`config.mk`:
```
export PLATFORM = sky130hd
export DESIGN_NAME = input_conditioner
export DESIGN_NICKNAME = d
export VERILOG_FILES = /design/src/rtl/input_conditioner.sv
export SDC_FILE = /design/constraint.sdc
export NUM_CORES = 1
export LEC_CHECK = 0
export CAP_MARGIN = 15
export CORE_MARGIN = 2
export CORE_UTILIZATION = 35
export CTS_CLUSTER_DIAMETER = 80
export DETAILED_ROUTE_END_ITERATION = 7
export SLEW_MARGIN = 20
export SYNTH_ARGS = -nofsm -noshare
export SYNTH_HDL_FRONTEND = slang
export SYNTH_SLANG_ARGS = --single-unit
```
`constraint.sdc`:
```
create_clock -name clk -period 6.7 [get_ports clk]
set_input_delay 0.67 -clock clk [delete_from_list [all_inputs] [get_ports clk]]
set_output_delay 0.67 -clock clk [all_outputs]
set_load 0.005 [all_outputs]
```
`src/rtl/input_conditioner.sv`:
```
// Input conditioner: synchronises, debounces and edge-detects the raw run/step/valid
// switches and the 5-bit data bus so that every downstream input is clean and clk-synchronous.
module input_conditioner #(
   parameter int DEBOUNCE_CYCLES = 250000
) (
   input  logic       clk,
   input  logic       rst,
   input  logic       run,
   input  logic       step,
   input  logic       valid,
   input  logic [4:0] in,
   output logic       run_lvl,
   output logic       step_lvl,
   output logic       step_pulse,
   output logic       valid_lvl,
   output logic       valid_pulse,
   output logic [4:0] in_lvl,
   output logic       in_changed
);

   localparam int NCH = 8;
   localparam int CW  = (DEBOUNCE_CYCLES > 1) ? $clog2(DEBOUNCE_CYCLES) : 1;
   localparam logic [CW-1:0] CNT_MAX = CW'(DEBOUNCE_CYCLES - 1);

   // Channel order: 0 run, 1 step, 2 valid, 3..7 in[0..4]
   logic [NCH-1:0] raw;
   assign raw = {in, valid, step, run};

   logic [NCH-1:0] s1_q, s1_d;
   logic [NCH-1:0] s2_q, s2_d;
   logic [NCH-1:0] lvl_q, lvl_d;
   logic [NCH-1:1] lvl_dly_q, lvl_dly_d;
   logic [CW-1:0]  cnt_q [NCH];
   logic [CW-1:0]  cnt_d [NCH];
   logic           step_pulse_q, step_pulse_d;
   logic           valid_pulse_q, valid_pulse_d;
   logic           in_changed_q, in_changed_d;

   always_comb begin
      s1_d      = raw;
      s2_d      = s1_q;
      lvl_d     = lvl_q;
      lvl_dly_d = lvl_q[NCH-1:1];
      for (int i = 0; i < NCH; i++) begin
         cnt_d[i] = '0;
         // Any return to the stable level restarts the hold count.
         if (s2_q[i] == lvl_q[i]) begin
            cnt_d[i] = '0;
         end else if (cnt_q[i] == CNT_MAX) begin
            lvl_d[i] = s2_q[i];
            cnt_d[i] = '0;
         end else begin
            cnt_d[i] = cnt_q[i] + 1'b1;
         end
      end
      step_pulse_d  = lvl_q[1] & ~lvl_dly_q[1];
      valid_pulse_d = lvl_q[2] & ~lvl_dly_q[2];
      in_changed_d  = |(lvl_q[7:3] ^ lvl_dly_q[7:3]);
   end

   always_ff @(posedge clk or posedge rst) begin
      if (rst) begin
         s1_q          <= '0;
         s2_q          <= '0;
         lvl_q         <= '0;
         lvl_dly_q     <= '0;
         step_pulse_q  <= 1'b0;
         valid_pulse_q <= 1'b0;
         in_changed_q  <= 1'b0;
         for (int i = 0; i < NCH; i++) begin
            cnt_q[i] <= '0;
         end
      end else begin
         s1_q          <= s1_d;
         s2_q          <= s2_d;
         lvl_q         <= lvl_d;
         lvl_dly_q     <= lvl_dly_d;
         step_pulse_q  <= step_pulse_d;
         valid_pulse_q <= valid_pulse_d;
         in_changed_q  <= in_changed_d;
         for (int i = 0; i < NCH; i++) begin
            cnt_q[i] <= cnt_d[i];
         end
      end
   end

   assign run_lvl     = lvl_q[0];
   assign step_lvl    = lvl_q[1];
   assign valid_lvl   = lvl_q[2];
   assign in_lvl      = lvl_q[7:3];
   assign step_pulse  = step_pulse_q;
   assign valid_pulse = valid_pulse_q;
   assign in_changed  = in_changed_q;

endmodule

```
==> reports/qor.txt, run 1 <==
Status: completed
Power Total: 2120 µW
Slew Viols, Final: 0
Sw Pwr: 474 µW
Post-Syn Nets: 823
Slew HR: 36.6%
CP startpoint kind: flip-flop
Reg2reg start: cnt_q[27]$_DFF_PP0_
Worst r2r path cells: 4
Worst IR Drop VDD: 0.000125 V
CP Max Fanout: 18
R2r endpoint: cnt_q[22]$_DFF_PP0_
Hold buffer count at cts: 0
Pwr dens: 226 nW/µm²
Largest net degree at the start of global routing: 113
Crit path kind: reg -> reg
Clk pwr share: 44.7%
Vias per cell: 4.88
WP data arrival: 2.56 ns
Post-synth EDFFs: 0
Int Pwr: 1650 µW
All-Layer GR Usage: 12.9%
Final hold vios: 0
CTS Root Buffer Type: clkbuf_16
Clock sinks: 178
Drt wl/cell: 12.9 µm
Max frequency: 438 MHz
Post-CTS Setup Bufs: 0
Die Area: 24800 µm²
Vias in the first global route: 5475
CTS clk-pin slew, worst paths: 0.06 ns
Insertion delay to the later sink of the worst-skew pair: 0.42 ns
Pre-antenna DRT Iters: 5
Placed cells: 1137
Synth top area share: 54.0%
Synth Area in Compound Gates: 2.50%
Final TNS setup: 0 ns
IO buf count: 20
Io pins: 21
Final #Nets: 855
Xor and xnor area share after synthesis: 13.8%
Num CTS Buffers: 17
Top cells by area, synth: dfrtp_1 (54%), xnor2_1 (10%), nor2_1 (7.2%)
Max H-tree Level: 4
P&R area growth vs syn: 14.0%
Max cap viols: 0
Post-synthesis sequential area ratio: 54.0%
Min Tclk post-route: 2.29 ns
N_diodes: 0
Ys async rst share: 100%
Post-synthesis cell area: 8250 µm²
Unrepaired setup endpoints after global routing: no
Most common cell in the synthesized netlist: dfrtp_1
Layout cells sized above 1: 6.12%
Synth cell count leaders: dfrtp_1 (178), nor2_1 (159), xnor2_1 (94)
Initial antenna violation count: 0
CP Capture Type: flip-flop
Post-synth top area cell: dfrtp_1
Clock tree buffer depth: 2
Post-Synth Adder-Cell Area: 1.21%
Final setup vio count: 0
Comb pwr share: 3.2%
Drt initial violations: 327
Simple logic cell fraction of the synthesized area: 25.2%
First-pass GRT wire length: 26300 µm
FF/Latch Area: 4450 µm²
Worst min path class: reg -> reg
Post-synth top flop: dfrtp_1
Slew @ Worst Pin: 0.948 ns
PostCTS Resize Cnt: 0
Non-Filler Instances: 1169
LEAKAGE: 0.00367 µW
Die H: 158 µm
Critical Path RT: 6.97 ns
Final Wtd Congestion: 0.801
Starting Density: 35.4%
CP startpoint: cnt_q[27]$_DFF_PP0_
Yosys cell types: 40
Sequential power share: 52.1%
YS warnings: 0
Sw Ratio: 22.3%
Drt total wl: 15000 µm
Syn avg cell area: 10.2 µm²
Post-synthesis mux area share: 1.46%
Grt ovf: 0
Routed vias: 5705
Worst-case clock skew: 0.0108 ns
Crit path capture: cnt_q[22]$_DFF_PP0_
Hpwl dp: 9750 µm
Row Count: 56
R2r setup slk: 4.41 ns
Area of the multi-input gates: 3650 µm²
Mapped Cells: 805
Fillers: 2233
Fin crit share: 34.1%
Core Box Area: 23300 µm²
Largest family of logic cells by synthesized area: simple AND/OR/NAND/NOR gates
#FFs+latches synth: 178
CTS tree: built
Chip width: 158 µm
DR DRC count: 0
Post-DRT Antenna Nets: 0
[per-stage QoR]
step	instance area [µm²]	setup slack (ns)	hold slack (ns)	util (%)
after detailed placement	8840	3.98	0.336	37.9
after global placement	8830	3.99	0.336	37.9
final	9400	4.41	0.350	40.3
after CTS	9400	4.40	0.352	40.3
after global routing	9400	4.21	0.356	40.3
after floorplan	8250	1.20	0.331	-
[registers in the layout (all words and copies together), names as in the netlist]
signal and cells:
cnt_q 144, s2_q 8, lvl_dly_q 7, lvl_q 8, step_pulse 1, in_changed 1, valid_pulse 1, s1_q 8
[cell type report]
class | count | share of cell area, %
Clock inverter | 10 | 1.09
Multi-Input combinational cell | 591 | 38.8
Clock buffer | 22 | 4.94
Inverter | 24 | 1.04
Timing Repair Buffer | 25 | 2.53
Tap cell | 319 | 4.24
Sequential cell | 178 | 47.4
[worst min-delay path by stage]
stage                                  from           endpoint  slack, ns  cells after the start
after floorplan           s1_q[0]$_DFF_PP0_  s2_q[0]$_DFF_PP0_       0.33                      0
after global placement    s1_q[4]$_DFF_PP0_  s2_q[4]$_DFF_PP0_       0.34                      0
after detailed placement  s1_q[1]$_DFF_PP0_  s2_q[1]$_DFF_PP0_       0.34                      0
after CTS                 s1_q[1]$_DFF_PP0_  s2_q[1]$_DFF_PP0_       0.35                      0
after global routing      s1_q[6]$_DFF_PP0_  s2_q[6]$_DFF_PP0_       0.36                      0
final                     s1_q[4]$_DFF_PP0_  s2_q[4]$_DFF_PP0_       0.35                      0
[cells by family (layout without fill, tap and decap cells)]
logic type	after synthesis	count (layout)
buffers and inverters	36	81
and+or+nand+nor	415	415
AOI/OAI and AO/OA	27	27
adders and majority gates	8	8
DFF	178	178
muxes	11	11
xor gates and xnor gates	130	130
[worst max-delay path, stage by stage, from the launching register on]
cell and delay, ns:
dfrtp_1 0.45, or4b_1 0.54, or3_1 0.41, o21ai_2 0.62, nor2_1 0.12
[metal layers]
layer / track usage (%) / wire length, µm
met4: 3.68 / 63
met1: 17.8 / 7570
met5: 0 / 0
met2: 20.2 / 7100
met3: 3.19 / 318
[power groups by stage]
stage               clock (µW)  sequential, µW  combinational [µW]
detailed placement           0            1130                70.3
global placement             0            1130                69.1
CTS                        986            1110                70.6
global route              1030            1110                79.2
finish                     949            1110                66.9
floorplan                    0            1120                50.2
[layout by cell type (no fill, tap or decap), types with 4 or more instances in the layout]
cell type / Yosys / final
a21oi_1: 8 / 8
and4_1: 9 / 9
buf_4: 1 / 5
clkbuf_16: 0 / 17
clkdlybuf4s50_1: 0 / 20
clkinv_4: 0 / 4
dfrtp_1: 178 / 178
ha_1: 8 / 8
inv_1: 24 / 23
mux2_2: 8 / 8
nand2_1: 40 / 40
nand3_1: 49 / 49
nand4_1: 48 / 48
nor2_1: 159 / 159
nor2b_1: 6 / 6
nor3_1: 28 / 28
nor4_1: 46 / 46
nor4b_1: 5 / 5
o21ai_0: 7 / 7
or3_1: 5 / 5
or4_1: 5 / 5
or4b_1: 5 / 5
xnor2_1: 94 / 94
xor2_1: 36 / 36
Power figures use the tool's default switching activity.
==> run 2, diff against run 1 <==
==> constraint.sdc (replaced) <==
create_clock -name clk -period 2.4 [get_ports clk]
set_input_delay 0.24 -clock clk [delete_from_list [all_inputs] [get_ports clk]]
set_output_delay 0.24 -clock clk [all_outputs]
set_load 0.005 [all_outputs]
==> run 2 against run 1 <==
  * Sequential share of layout area down 0.47 points
  * Clock power increased to 2.8 times the previous value
  * First-iteration DRC count decreased by 2.1%
  * Clock-buffer cell count fell by 4
  * Total power rose to 2.8 times the previous value
  * Sequential cell count stayed put
  * Die area unchanged
  * Via count rose by 0.81%
  * Worst setup slack got worse by 4.1 ns
  * Register-to-register slack worse by 4.1 ns
  * Core utilization is 0.40 points higher
  * Critical path type unchanged
==> reports/qor.txt, run 2 (synthesis results as in run 1) <==
Crit path kind: reg -> reg
Insertion delay to the later sink of the worst-skew pair: 0.43 ns (about the same)
Post-DRT Antenna Nets: 0 (unchanged)
Final WS setup: 0.312 ns (-4.10 ns)
Drt initial violations: 320 (-2.1%)
Max reg flops: 144 (unchanged)
CP max stage cell: or4_4
Slew HR: 62.6% (+26 points)
Final setup vio count: 0 (unchanged)
Final Wtd Congestion: 0.790 (-1.4%)
FF/Latch Area: 4450 µm² (unchanged)
Final hold vios: 0 (unchanged)
Pwr dens: 626 nW/µm² (+180%)
Fin crit share: 87.0% (+53 points)
Power Total: 5940 µW (+180%)
Max frequency: 479 MHz (+9.5%)
Hpwl dp: 9870 µm (+1.2%)
Fillers: 2250 (+0.76%)
CP Capture Type: flip-flop
Vias per cell: 4.87 (-0.13%)
Initial antenna violation count: 0 (unchanged)
N_diodes: 0 (unchanged)
Clock tree buffer depth: 2 (unchanged)
CP startpoint kind: flip-flop
Num CTS Buffers: 17 (unchanged)
Min Tclk post-route: 2.09 ns (-0.198 ns)
Reg2reg start: cnt_q[121]$_DFF_PP0_
Unrepaired setup endpoints after global routing: no
Comb pwr share: 3.4% (+0.2 points)
Slew Viols, Final: 0 (unchanged)
All-Layer GR Usage: 13.1% (+0.23 points)
Slew @ Worst Pin: 0.555 ns (-0.392 ns)
WP data arrival: 2.39 ns (-0.17 ns)
Worst IR Drop VDD: 0.000363 V (+190%)
Setup WS pre-CTS: 0.321 ns (-3.65 ns)
Grt ovf: 0 (unchanged)
CTS tree: built
Non-Filler Instances: 1180 (+0.94%)
Pre-antenna DRT Iters: 4 (-1)
Hold buffer count at cts: 0 (unchanged)
IO buf count: 20 (unchanged)
Die Area: 24800 µm² (unchanged)
Final #Nets: 866 (+1.3%)
First-pass GRT wire length: 26300 µm (+0.11%)
CTS clk-pin slew, worst paths: 0.07 ns (about the same)
Vias in the first global route: 5598 (+2.2%)
Worst-case clock skew: 0.00944 ns (-0.00140 ns)
Max cap viols: 0 (unchanged)
Worst min path class: in -> reg
Sw Pwr: 1380 µW (+190%)
Largest net degree at the start of global routing: 98 (-13%)
Worst r2r path cells: 5 (+1)
Clock sinks: 178 (unchanged)
Core Box Area: 23300 µm² (unchanged)
Sequential power share: 51.9% (-0.2 points)
CP Max Fanout: 18 (unchanged)
Biggest register: cnt_q
Clk pwr share: 44.7% (about the same)
Io pins: 21 (unchanged)
Area of the multi-input gates: 3640 µm² (-0.10%)
Critical path's top delay family: simple AND/OR/NAND/NOR gates
R2r endpoint: cnt_q[111]$_DFF_PP0_
End of the worst hold path: s1_q[6]$_DFF_PP0_
Layout cells sized above 1: 7.43% (+1.3 points)
Max H-tree Level: 4 (unchanged)
Post-CTS Setup Bufs: 0 (unchanged)
CTS Root Buffer Type: clkbuf_16
Placed cells: 1148 (+0.97%)
LEAKAGE: 0.00373 µW (+1.5%)
Final hold slack: 0.245 ns (-0.106 ns)
Routed vias: 5751 (+0.81%)
Hold depth: 1 (+1)
Starting Density: 35.4% (unchanged)
Worst-path cell chain: or4b_1 > or4_4 > o21ai_4 > buf_4 > nor2_1
Worst Path Buf+Inv: 1 (+1)
Commonest non-fill, non-tap cells in the layout: dfrtp_1 (178), nor2_1 (159), xnor2_1 (94)
Worst stage delay on the critical path: 0.55 ns (-0.07 ns)
HP Start: in[3]
CP Depth: 5 (+1)
Drt total wl: 15000 µm (-0.38%)
Final TNS setup: 0 ns (unchanged)
Drt wl/cell: 12.7 µm (-1.3%)
Most common cell after layout, fill and taps aside: dfrtp_1
R2r setup slk: 0.31 ns (-4.10 ns)
Sw Ratio: 23.3% (+0.93 points)
Row Count: 56 (unchanged)
Die H: 158 µm (unchanged)
PostCTS Resize Cnt: 0 (unchanged)
Critical Path RT: 2.70 ns (-4.27 ns)
Int Pwr: 4560 µW (+180%)
DR DRC count: 0 (unchanged)
P&R area growth vs syn: 15.1%
Status: completed
CP startpoint: cnt_q[121]$_DFF_PP0_
Chip width: 158 µm (unchanged)
run 2: through the flow:
stage          util, %  instance area (µm²)
2_1_floorplan        -                 8250
3_3_place_gp      38.3                 8940
3_5_place_dp      38.3                 8940
4_1_cts           40.7                 9500
5_1_grt           40.7                 9500
6_report          40.7                 9500
run 2: worst reg2reg max path: cells and delay by family (launching register included):
family	cells	cell delay [ns]
AND/OR/NAND/NOR	3	1.18
flip-flops	1	0.43
buffers and inverters	1	0.24
AO/OA/AOI/OAI	1	0.12
run 2: worst max path at each step:
stage / endpoint / slack [ns]
after floorplan: cnt_q[0]$_DFF_PP0_ / -0.12
after global placement: lvl_q[1]$_DFFE_PP0P_ / 0.33
after detailed placement: cnt_q[110]$_DFF_PP0_ / 0.32
after CTS: cnt_q[32]$_DFF_PP0_ / 0.30
after global routing: cnt_q[110]$_DFF_PP0_ / 0.18
final: cnt_q[111]$_DFF_PP0_ / 0.31
run 2: routing by layer:
layer	track usage, %	part of all wire, %	vias to the layer above
met5	0	0	-
met4	4.37	1.5	0
met3	3.69	3.2	20
met2	20.7	46	69
met1	17.4	49	2763
li1	-	-	2899
run 2: layout make-up:
class                      instances  area share [%]
sequential                       178            46.9
timing repair buffer              36            3.64
tap                              319            4.20
clock inverter                    14            1.38
inverter                          24           0.988
clock buffer                      18            4.52
multi-input combinational        591            38.4
run 2: power groups by stage:
| stage | Clock (µW) | Sequential [µW] | Combinational [µW] |
|---|---|---|---|
| after floorplan | 0 | 3130 | 141 |
| after global placement | 0 | 3140 | 210 |
| after detailed placement | 0 | 3140 | 211 |
| after CTS | 2770 | 3090 | 213 |
| after global routing | 2890 | 3090 | 237 |
| final | 2650 | 3090 | 203 |
